[src/rtl/pipeline_fifo_pkg.sv]
// Shared constants and helpers for the pipeline FIFO slice.
// Latency: n/a (compile-time helpers only).
// Backpressure: n/a.
// Contents: fifo_clog2() ceiling-log2 constant function, used to size
// pointers and the occupancy counter.
package pipeline_fifo_pkg;

    // Ceiling log2 for elaboration-time sizing; fifo_clog2(1) = 0.
    function automatic int fifo_clog2(input int value);
        int r;
        r = 0;
        for (int i = 0; i < 31; i++) begin
            if ((1 << i) < value) r = i + 1;
        end
        return r;
    endfunction

    // Pointer width never collapses to zero bits, even for a single entry.
    function automatic int fifo_ptr_w(input int depth);
        return (fifo_clog2(depth) < 1) ? 1 : fifo_clog2(depth);
    endfunction

endpackage

[src/rtl/pipeline_fifo_if.sv]
// Enqueue/dequeue/round-tracking bundle between producer, FIFO and consumer.
// Latency: n/a (wiring only).
// Backpressure: producer honours not_full, consumer honours not_empty.
// Signals: enq/enq_value/not_full (producer side), deq/deq_value/not_empty
// (consumer side), reset/consumed/consumed_before (round tracking).
interface pipeline_fifo_if #(
    parameter int width = 0
);
    logic             enq;
    logic [width:0]   enq_value;
    logic             not_full;
    logic             consumed_before;
    logic             reset;
    logic             consumed;
    logic             not_empty;
    logic [width:0]   deq_value;
    logic             deq;

    // master: the surrounding pipeline (producer + consumer rules)
    modport master (
        output enq, enq_value, reset, deq,
        input  not_full, consumed_before, consumed, not_empty, deq_value
    );

    // slave: the FIFO itself
    modport slave (
        input  enq, enq_value, reset, deq,
        output not_full, consumed_before, consumed, not_empty, deq_value
    );
endinterface

[src/rtl/pipeline_fifo_ptr.sv]
// Modulo-depth pointer register with increment enable.
// Latency: 1 cycle from inc to updated ptr.
// Backpressure: none; caller gates inc.
// Ports: CLK, RST_N (sync, active-low), inc, ptr.
import pipeline_fifo_pkg::*;

module pipeline_fifo_ptr #(
    parameter int depth = 2,
    parameter int ptr_w = fifo_ptr_w(depth)
) (
    input  logic             CLK,
    input  logic             RST_N,
    input  logic             inc,
    output logic [ptr_w-1:0] ptr
);
    // Explicit wrap at depth-1 so non-power-of-two depths work.
    always_ff @(posedge CLK) begin
        if (!RST_N) begin
            ptr <= '0;
        end else if (inc) begin
            ptr <= (ptr == ptr_w'(depth - 1)) ? '0 : ptr + 1'b1;
        end
    end
endmodule

[src/rtl/pipeline_fifo.sv]
// Pipeline FIFO: dequeue is seen before enqueue, so a full FIFO accepts a same-cycle enq+deq.
// Latency: 1 cycle minimum enq -> deq_value; no combinational enq->deq data path.
// Backpressure: not_full = space left or a dequeue this cycle; illegal enq/deq are ignored.
// Ports: CLK, RST_N (sync, active-low), fifo (pipeline_fifo_if.slave),
// count (occupancy, only when PIPELINE_FIFO_COUNT_EN is defined; that macro
// also enables protocol-violation assertions).
import pipeline_fifo_pkg::*;

module pipeline_fifo #(
    parameter int width = 0,
    parameter int depth = 2,
    localparam int ptr_w = fifo_ptr_w(depth),
    localparam int cnt_w = fifo_clog2(depth + 1)
) (
    input  logic             CLK,
    input  logic             RST_N,
    pipeline_fifo_if.slave   fifo
`ifdef PIPELINE_FIFO_COUNT_EN
    ,
    output logic [cnt_w-1:0] count
`endif
);
    logic [width:0]   mem [depth];
    logic [ptr_w-1:0] rp;
    logic [ptr_w-1:0] wp;
    logic [cnt_w-1:0] cnt;
    logic             consumed;
    logic             enq_ok;
    logic             deq_ok;

    assign fifo.not_empty       = (cnt != '0);
    assign fifo.deq_value       = mem[rp];
    // Pipeline property: a dequeue this cycle frees the slot the enqueue uses.
    assign fifo.not_full        = (cnt != cnt_w'(depth)) || fifo.deq;
    assign fifo.consumed        = fifo.enq || consumed;
    assign fifo.consumed_before = consumed;

    // Out-of-protocol strobes are dropped so state stays consistent.
    assign enq_ok = fifo.enq && fifo.not_full;
    assign deq_ok = fifo.deq && fifo.not_empty;

    pipeline_fifo_ptr #(.depth(depth), .ptr_w(ptr_w)) u_rp (
        .CLK   (CLK),
        .RST_N (RST_N),
        .inc   (deq_ok),
        .ptr   (rp)
    );

    pipeline_fifo_ptr #(.depth(depth), .ptr_w(ptr_w)) u_wp (
        .CLK   (CLK),
        .RST_N (RST_N),
        .inc   (enq_ok),
        .ptr   (wp)
    );

    // Storage is not reset; entries become invisible once cnt clears.
    // With depth=1 and full, wp==rp: the read of the old head happens this
    // cycle and the write replaces it at the edge.
    always_ff @(posedge CLK) begin
        if (RST_N && enq_ok) begin
            mem[wp] <= fifo.enq_value;
        end
    end

    always_ff @(posedge CLK) begin
        if (!RST_N) begin
            cnt <= '0;
        end else begin
            case ({enq_ok, deq_ok})
                2'b10:   cnt <= cnt + 1'b1;
                2'b01:   cnt <= cnt - 1'b1;
                default: cnt <= cnt;
            endcase
        end
    end

    // Round boundary wins over a same-cycle enqueue; the data is still stored.
    always_ff @(posedge CLK) begin
        if (!RST_N) begin
            consumed <= 1'b0;
        end else if (fifo.reset) begin
            consumed <= 1'b0;
        end else if (enq_ok) begin
            consumed <= 1'b1;
        end
    end

`ifdef PIPELINE_FIFO_COUNT_EN
    assign count = cnt;

    a_enq_full: assert property (@(posedge CLK) disable iff (!RST_N)
        !(fifo.enq && !fifo.not_full))
        else $error("pipeline_fifo: enqueue while full without dequeue");

    a_deq_empty: assert property (@(posedge CLK) disable iff (!RST_N)
        !(fifo.deq && !fifo.not_empty))
        else $error("pipeline_fifo: dequeue while empty");
`endif
endmodule

[src/flat_wrapper.sv]
// flat-port wrapper written by rule: the top's interface ports become plain ports
module pipeline_fifo_flat 
#(
    parameter int width = 0,
    parameter int depth = 2,
    localparam int ptr_w = fifo_ptr_w(depth),
    localparam int cnt_w = fifo_clog2(depth + 1)
)
  (CLK, RST_N, fifo_enq, fifo_enq_value, fifo_reset, fifo_deq, fifo_not_full, fifo_consumed_before, fifo_consumed, fifo_not_empty, fifo_deq_value);
  pipeline_fifo_if #(.width(width)) fifo_i ();
  input  logic CLK;
  input  logic RST_N;
  input wire logic [$bits(fifo_i.enq)-1:0] fifo_enq;
  input wire logic [$bits(fifo_i.enq_value)-1:0] fifo_enq_value;
  input wire logic [$bits(fifo_i.reset)-1:0] fifo_reset;
  input wire logic [$bits(fifo_i.deq)-1:0] fifo_deq;
  output wire logic [$bits(fifo_i.not_full)-1:0] fifo_not_full;
  output wire logic [$bits(fifo_i.consumed_before)-1:0] fifo_consumed_before;
  output wire logic [$bits(fifo_i.consumed)-1:0] fifo_consumed;
  output wire logic [$bits(fifo_i.not_empty)-1:0] fifo_not_empty;
  output wire logic [$bits(fifo_i.deq_value)-1:0] fifo_deq_value;
  assign fifo_i.enq = fifo_enq;
  assign fifo_i.enq_value = fifo_enq_value;
  assign fifo_i.reset = fifo_reset;
  assign fifo_i.deq = fifo_deq;
  assign fifo_not_full = fifo_i.not_full;
  assign fifo_consumed_before = fifo_i.consumed_before;
  assign fifo_consumed = fifo_i.consumed;
  assign fifo_not_empty = fifo_i.not_empty;
  assign fifo_deq_value = fifo_i.deq_value;
  pipeline_fifo #(.width(width), .depth(depth)) u_core (.CLK(CLK), .RST_N(RST_N), .fifo(fifo_i));
endmodule
[config.mk]
export PLATFORM = sky130hd
export DESIGN_NAME = pipeline_fifo_flat
export DESIGN_NICKNAME = d
export VERILOG_FILES = /design/src/rtl/pipeline_fifo_pkg.sv /design/src/rtl/pipeline_fifo_if.sv /design/src/rtl/pipeline_fifo_ptr.sv /design/src/rtl/pipeline_fifo.sv /design/src/flat_wrapper.sv
export SDC_FILE = /design/constraint.sdc
export NUM_CORES = 1
export LEC_CHECK = 0
export ABC_AREA = 1
export CORE_AREA = 2 2 39 41
export CTS_BUF_LIST = sky130_fd_sc_hd__clkbuf_16
export CTS_CLUSTER_DIAMETER = 40
export CTS_CLUSTER_SIZE = 28
export DETAILED_ROUTE_END_ITERATION = 10
export DIE_AREA = 0 0 41 43
export GPL_ROUTABILITY_DRIVEN = 1
export PLACE_DENSITY_LB_ADDON = 0.3
export SYNTH_ARGS = -nofsm -noshare
export SYNTH_HDL_FRONTEND = slang
export SYNTH_SLANG_ARGS = --single-unit
[constraint.sdc]
create_clock -name CLK -period 2.1 [get_ports CLK]
set_clock_uncertainty 0.2 [all_clocks]
set_input_delay 0.21 -clock CLK [delete_from_list [all_inputs] [get_ports CLK]]
set_output_delay 0.21 -clock CLK [all_outputs]
set_load 0.005 [all_outputs]
# Word-level counts from Yosys, hierarchy flattened
# Memories as Yosys holds them, arrays and structs flattened. A register that Yosys moved wholly into a read port is not among the register bits.
# Index checks and enable logic that the tools add are counted.
# classes
n_addsub	4
mul	0
div_mod_pow	0
order_cmp	0
eq_ne	3
shift	0
n_mux	7
n_bitwise	1
n_reduce_logical	8
# ops
cell	count
1-bit two-way mux	6
2-bit one-hot mux with 2 select lines	1
2-bit nonzero test	2
1-bit logical AND	3
1-bit adder, second input constant	2
2-bit by 1-bit adder with 2-bit output, second input constant	1
2-bit by 1-bit equality test with 1-bit output, second input constant	1
2-bit equality test, second input constant	1
1-bit logical OR	2
2-bit inequality test, second input constant	1
2-bit OR reduction	1
2-bit by 1-bit subtractor with 2-bit output, second input constant	1
1-bit inverter	1
# totals
ff_bits	5
latch_bits	0
ramBits	2
romBits	0
inputBits	6
wordCells	28
n_memories	1
# memory_table
name	words	width	rd	rd_clocked_by_memory_dff	wr	line	text
u_core.mem	2	1	1	1	1	pipeline_fifo.sv:23	logic [width:0] mem [depth];

# Logic depth before layout (Yosys ltp)
# Gate-level depths: netlist of the first run.
# depth
depth_word	6
depth_mapped	9

# Hierarchy
# A second synthesis of the first run with hierarchy kept.
# hier_totals
cells_unflattened	47
hier_area_um2	360.3
# modules_own_cells
mod	instances	cells_per_inst	area_per_inst_um2
pipeline_fifo	1	37	290.3
pipeline_fifo_ptr	2	5	35.0

# Worst setup path before layout of the first run
# Ideal clock, no wire load.
# synth_timing
path_type	register to register
from	reg u_core.cnt[0]
to	reg u_core.cnt[1]
setup_time_ns	0.064
arrival_time_ns	1.188
required_time_ns	1.836
setup_slack_ns	0.648
path_stages_with_launch	10
path_buffers	0
path_cell_list	dfxtp_1 -> inv_2 -> nand3_2 -> nand2_2 -> ha_1 -> inv_1 -> nand2_1 -> nor2_1 -> nor2_1 -> nor2_1
# synth_via
elab_chain_len	5
# synth_rtl
item	line	text
from (decl)	pipeline_fifo.sv:26	logic [cnt_w-1:0] cnt;
from (signal assigned)	pipeline_fifo.sv:70	2'b10: cnt <= cnt + 1'b1;
from (signal assigned)	pipeline_fifo.sv:71	2'b01: cnt <= cnt - 1'b1;
from (signal assigned)	pipeline_fifo.sv:72	default: cnt <= cnt;
2-bit inequality test *	pipeline_fifo.sv:34	assign fifo.not_full = (cnt != cnt_w'(depth)) || fifo.deq;
1-bit logical OR *	pipeline_fifo.sv:34	
via fifo_not_full	flat_wrapper.sv:17	output wire logic [$bits(fifo_i.not_full)-1:0] fifo_not_full;
1-bit logical AND *	pipeline_fifo.sv:39	assign enq_ok = fifo.enq && fifo.not_full;
2-bit by 1-bit equality test with 1-bit output or 2-bit equality test (tied branches)	pipeline_fifo.sv:69	case ({enq_ok, deq_ok})
2-bit one-hot mux with 2 select lines or 2-bit nonzero test (tied branches)	--	
# The timed path passes the listed nets; every way through them passes the cells marked *.
# A chain may end at the register's enable or synchronous reset.

# Worst setup path after layout of the first run
# layout_timing
from	in fifo_enq
to	out fifo_consumed
# layout_via
elab_chain_len	1
# layout_rtl
item	line	text
from (decl)	flat_wrapper.sv:13	input wire logic [$bits(fifo_i.enq)-1:0] fifo_enq;
1-bit logical OR	pipeline_fifo.sv:35	assign fifo.consumed = fifo.enq || consumed;
to (decl)	flat_wrapper.sv:19	output wire logic [$bits(fifo_i.consumed)-1:0] fifo_consumed;
# Every way passes these cells.

==> impl_metrics.toml, run 1 <==
[synth]
synthCells = 47
yosysTopAreaCell = "dfxtp_1"
async_reset_ff_share_pct = 0
synth_fp_nets = 54
ys_seq_elements = 8
avgSynthCellArea_um2 = 7.99
syn_area_um2 = 375
synth_edf_count = 2
synthTopCellsByCount = "9 x nor2_1, 8 x nand2_1, 7 x inv_1, 6 x dfxtp_1, 3 x nand3_1"
yosysMostFrequentCell = "nor2_1"
synth-seq-area-share_pct = 48.0
synth_cell_types = 17
ys.flop_type = "dfxtp_1"
synth_area_leaders = "dfxtp_1 32%, edfxtp_1 16%, nor2_1 9.0%"
yosysTopAreaCellShare_pct = 32.0
yosysWarnings = 0

[critical_path]
path_cells = "clkdlybuf4s50_1 > or2_2 > clkdlybuf4s50_1"
worst_setup_path_start_kind = "input pin"
cp.arrival_ns = 1.38
cp_num_buf_inv = 2
crit_required_ns = 1.69
worst_setup_path_end_kind = "output pin"
slowest_delay_ns = 0.45
cp_common_cell = "clkdlybuf4s50_1"
crit_family = "buffers and inverters"
critPathMaxFanout = 3
worstSetupPathType = "in2out"
slowest_stage = "clkdlybuf4s50_1"

[floorplan]
start_util_pct = 27.1
fp-row-count = 14
dieWidth_um = 41
die_h_um = 43
coreArea_um2 = 1380
dieArea_um2 = 1760
pin_count = 11

[place]
dp_cells = 73
hpwl_um = 525
globalplace.congestion = 0.688
io_buffers = 10
placed_cell_area_um2 = 495

[clocking]
cts_made_buffers = 3
cts-htree-levels = 1
clock_latency_ns = 0.23
cts_setup_buffers = 0
holdBufCountCts = 0
cts_root_buf = "clkbuf_16"
clock_path_buffers = 2
cts.clk_slew.worst_paths_ns = 0.04
ctsResizeCount = 0
cts_num_sinks = 8
cts_tree = "built"

[power_and_ir_drop]
p_leak_uw = 0.000257
irDropWorstVdd_v = 0.000520
intPower_uw = 489
seq_power_share_pct = 30.8
p_per_area_nw_per_um2 = 1110
switching_power_uw = 150
pwr-share-comb_pct = 18.4
clock_power_share_pct = 50.8
swShare_pct = 23.5

[global_route]
grt_pass1_vias = 248
grt_usage_pct = 10.5
antenna_found_initial = 0
grt.overflow.total = 0
grt_pass1_wl_mm = 1.01
grt_max_degree = 7

[route]
num_vias = 330
wl_um = 705
wl_per_cell_um = 9.16
vias_per_cell = 4.29
antenna_left = 0
drc = 0
dr.pass1.iters = 5
first_iter_violations = 12

[layout]
drive_gt1_share_pct = 16.4
final_cell_area_um2 = 574
final_cells = 77
fillers = 153
area_growth_pct = 53.0
n_antenna_cell = 0
nNetsFinal = 69
fin_util_pct = 41.5

[sta]
max_freq_ghz = 0.558
fin_setup_tns_ns = 0
rsz0062_at_grt = "false"
slew_headroom_pct = 84.9
whs_ns = 0.272
fin_crit_ns = 1.79
hold_violations = 0
worst_slew_pin_slew_ns = 0.225
drv_slew = 0
setup_violations = 0
period_share_pct = 85.3

[job]
cap_viol_max_count = 0

[worst_hold_path]
min_path_type = "reg2reg"

[outcome]
status = "finished, final reports clean"
-- cell usage in the layout, fill, tap and decap left out, types with 2 or more instances in the layout --
cell type / netlist / layout
a21oi_2: 2 / 2
edfxtp_1: 2 / 2
nand3_1: 3 / 3
clkbuf_16: 0 / 3
inv_1: 7 / 8
dfxtp_1: 6 / 6
nor2_1: 9 / 9
clkdlybuf4s50_1: 0 / 10
nand2_1: 8 / 8
-- worst paths after layout --
kind | startpoint | end | slack, ns | cells past startpoint
worst max-delay path | fifo_enq | fifo_consumed | 0.31 | 3
worst max register to register | u_core.cnt[0] | u_core.cnt[1] | 0.53 | 9
worst min register to register | u_core.fifo.consumed_before | u_core.fifo.consumed_before | 0.27 | 2
worst min-delay path | u_core.fifo.consumed_before | u_core.fifo.consumed_before | 0.27 | 2
-- per-stage QoR --
step	total power, µW	worst slack [ns]
4_1_cts	650	0.300
3_3_place_gp	316	0.260
6_report	639	0.309
5_1_grt	669	0.261
2_1_floorplan	267	0.648
3_5_place_dp	318	0.247
-- metal layers --
| layer | wire [µm] | track usage, % | vias up |
|---|---|---|---|
| li1 | - | - | 177 |
| met1 | 329 | 10.1 | 141 |
| met2 | 298 | 11.6 | 8 |
| met3 | 34 | 6.28 | 4 |
| met4 | 42 | 16.0 | 0 |
| met5 | 0 | 0 | - |
-- power by group through the flow --
stage | Clock [µW] | Sequential, µW | Combinational, µW
after global placement | 0 | 198 | 118
final | 325 | 197 | 118
after global routing | 340 | 198 | 131
after floorplan | 0 | 195 | 71.8
after CTS | 334 | 196 | 120
after detailed placement | 0 | 199 | 119
-- cell families (layout without fill, tap and decap cells) --
kind of cell | after synthesis | count (layout) | share of synthesized area, %
and+or+nand+nor | 25 | 25 | 30.3
DFF | 8 | 8 | 48.0
buffers and inverters | 8 | 22 | 8.00
AOI/OAI and AO/OA | 4 | 4 | 7.33
adders and majority gates | 1 | 1 | 3.33
muxes | 1 | 1 | 3.00
-- worst register-to-register path: stages, from the launching register on --
cell,delay (ns)
dfxtp_1,0.40
inv_2,0.08
nand3_2,0.08
nand2_2,0.08
ha_1,0.27
inv_1,0.10
nand2_1,0.06
nor2_1,0.09
nor2_1,0.05
nor2_1,0.09
-- cell type report --
| cell class | instances | area [µm²] | area share (%) |
|---|---|---|---|
| inverter | 8 | 30.0 | 5.23 |
| tap | 16 | 20.0 | 3.49 |
| clock buffer | 3 | 75.1 | 13.1 |
| multi-input combinational | 31 | 165 | 28.8 |
| timing repair buffer | 10 | 100 | 17.4 |
| clock inverter | 1 | 3.75 | 0.654 |
| sequential | 8 | 180 | 31.4 |
Power figures use the tool's default switching activity.
==> run 2: changes to the inputs <==
==> constraint.sdc (replaced) <==
create_clock -name CLK -period 2.1 [get_ports CLK]
set_clock_uncertainty 0.2 [all_clocks]
set_input_delay 0.42 -clock CLK [delete_from_list [all_inputs] [get_ports CLK]]
set_output_delay 0.42 -clock CLK [all_outputs]
set_load 0.005 [all_outputs]
==> impl_metrics.toml, run 2 (synthesized netlist as in run 1, its figures left out) <==
[place]
globalplace.congestion = 0.706
io_buffers = 10
placed_cell_area_um2 = 518
hpwl_um = 558
pre_cts_ws_ns = -0.0920

[layout]
drive_gt1_share_pct = 20.6
area_growth_pct = 57.3
final_cell_area_um2 = 591
nNetsFinal = 72
layout_common_cells = "9 x nor2_1, 8 x nand2_1, 8 x clkdlybuf4s50_1"
final_common_cell = "nor2_1"
n_antenna_cell = 0

[clocking]
cts.clk_slew.worst_paths_ns = 0.04
cts_root_buf = "clkbuf_16"
cts_made_buffers = 3
cts_num_sinks = 8
cts_tree = "built"
clock_path_buffers = 2
cts-htree-levels = 1
holdBufCountCts = 0
cts_setup_buffers = 0
clock_latency_ns = 0.23

[global_route]
busiest_layer = "met2"
grtUsageMet2_pct = 12.8
use_met3_pct = 9.42
antenna_found_initial = 0
grt_pass1_vias = 291
grt_pass1_wl_mm = 1.14
grt_max_degree = 7
grt.overflow.total = 0
use_met1_pct = 12.3
grt_usage_pct = 10.7

[sta]
fin_crit_ns = 1.98
max_freq_ghz = 0.506
worst_slew_pin_slew_ns = 0.213
drv_slew = 0
rsz0062_at_grt = "false"
whs_ns = 0.268
period_share_pct = 94.1
slew_headroom_pct = 85.8
setup_violations = 0
layout_setup_ws_ns = 0.123
hold_violations = 0

[floorplan]
fp-row-count = 14
dieArea_um2 = 1760
dieWidth_um = 41
coreArea_um2 = 1380
pin_count = 11
start_util_pct = 27.1
die_h_um = 43

[job]
cap_viol_max_count = 0

[outcome]
status = "finished, final reports clean"

[route]
antenna_left = 0
vias_per_cell = 4.19
first_iter_violations = 2
wl_um = 706
wl_per_cell_um = 8.94
num_vias = 331
drc = 0
dr.pass1.iters = 4

[critical_path]
crit_required_ns = 1.48
slowest_delay_ns = 0.41
slowest_stage = "clkdlybuf4s50_1"
path_cells = "clkdlybuf4s50_1 > or2_2 > dlygate4sd2_1"
worst_setup_path_end_kind = "output pin"
critPathMaxFanout = 2
worst_setup_path_start_kind = "input pin"
worstSetupPathType = "in2out"
cp.arrival_ns = 1.36

[power_and_ir_drop]
p_per_area_nw_per_um2 = 1080
irDropWorstVdd_v = 0.000667
p_leak_uw = 0.000266

[worst_hold_path]
min_path_type = "reg2reg"
[run 2: worst paths after layout]
path,from,to,slack (ns),depth (start not counted)
max,fifo_enq,fifo_consumed,0.12,3
max reg2reg,u_core.cnt[0],u_core.cnt[1],0.58,9
min,u_core.fifo.consumed_before,u_core.fifo.consumed_before,0.27,2
min reg2reg,u_core.fifo.consumed_before,u_core.fifo.consumed_before,0.27,2
[run 2: per-stage QoR]
| stage | power [µW] | TNS (ns) | utilization (%) | instances |
|---|---|---|---|---|
| finish | 638 | 0 | 42.7 | 79 |
| global route | 676 | 0 | 42.7 | 79 |
| CTS | 650 | 0 | 42.7 | 79 |
| detailed placement | 327 | -0.165 | 37.4 | 76 |
| global placement | 324 | -0.160 | 37.4 | 76 |
| floorplan | 267 | 0 | - | 47 |
[run 2: cell type report]
cell class | count | area [µm²]
flip-flops and latches | 8 | 180
inverters | 8 | 30.0
multi-input cells | 31 | 165
clock buffers | 3 | 75.1
repair buffers | 13 | 120
well taps | 16 | 20.0
fillers | 142 | 793
[run 2: routing by layer]
layer / part of all wire (%) / wire (µm)
met4: 0 / 0
met1: 45 / 318
met5: 0 / 0
met3: 6.4 / 45
met2: 48 / 342
[run 2: critical path: cells and delay by family]
family                 cells  cell delay, ns
and+or+nand+nor            1            0.27
buffers and inverters      2            0.67
[run 2: report_power, final]
part	internal (µW)	leakage [µW]	total, µW	switching [µW]
logic	66.3	0.000161	125	58.4
clock network	245	0.0000370	317	72.2
registers	180	0.0000680	196	15.9
[run 2: timing repair]
item | CTS | global route
gates resized for setup | 2 | 0
endpoints found under the hold margin | 0 | 0
setup endpoints to repair | 2 | 0
==> run 3: changes to the inputs <==
- GPL_ROUTABILITY_DRIVEN: 1 -> 0
==> results of run 3 <==
No change in the layout: final DEF, timing and power equal those of run 2.
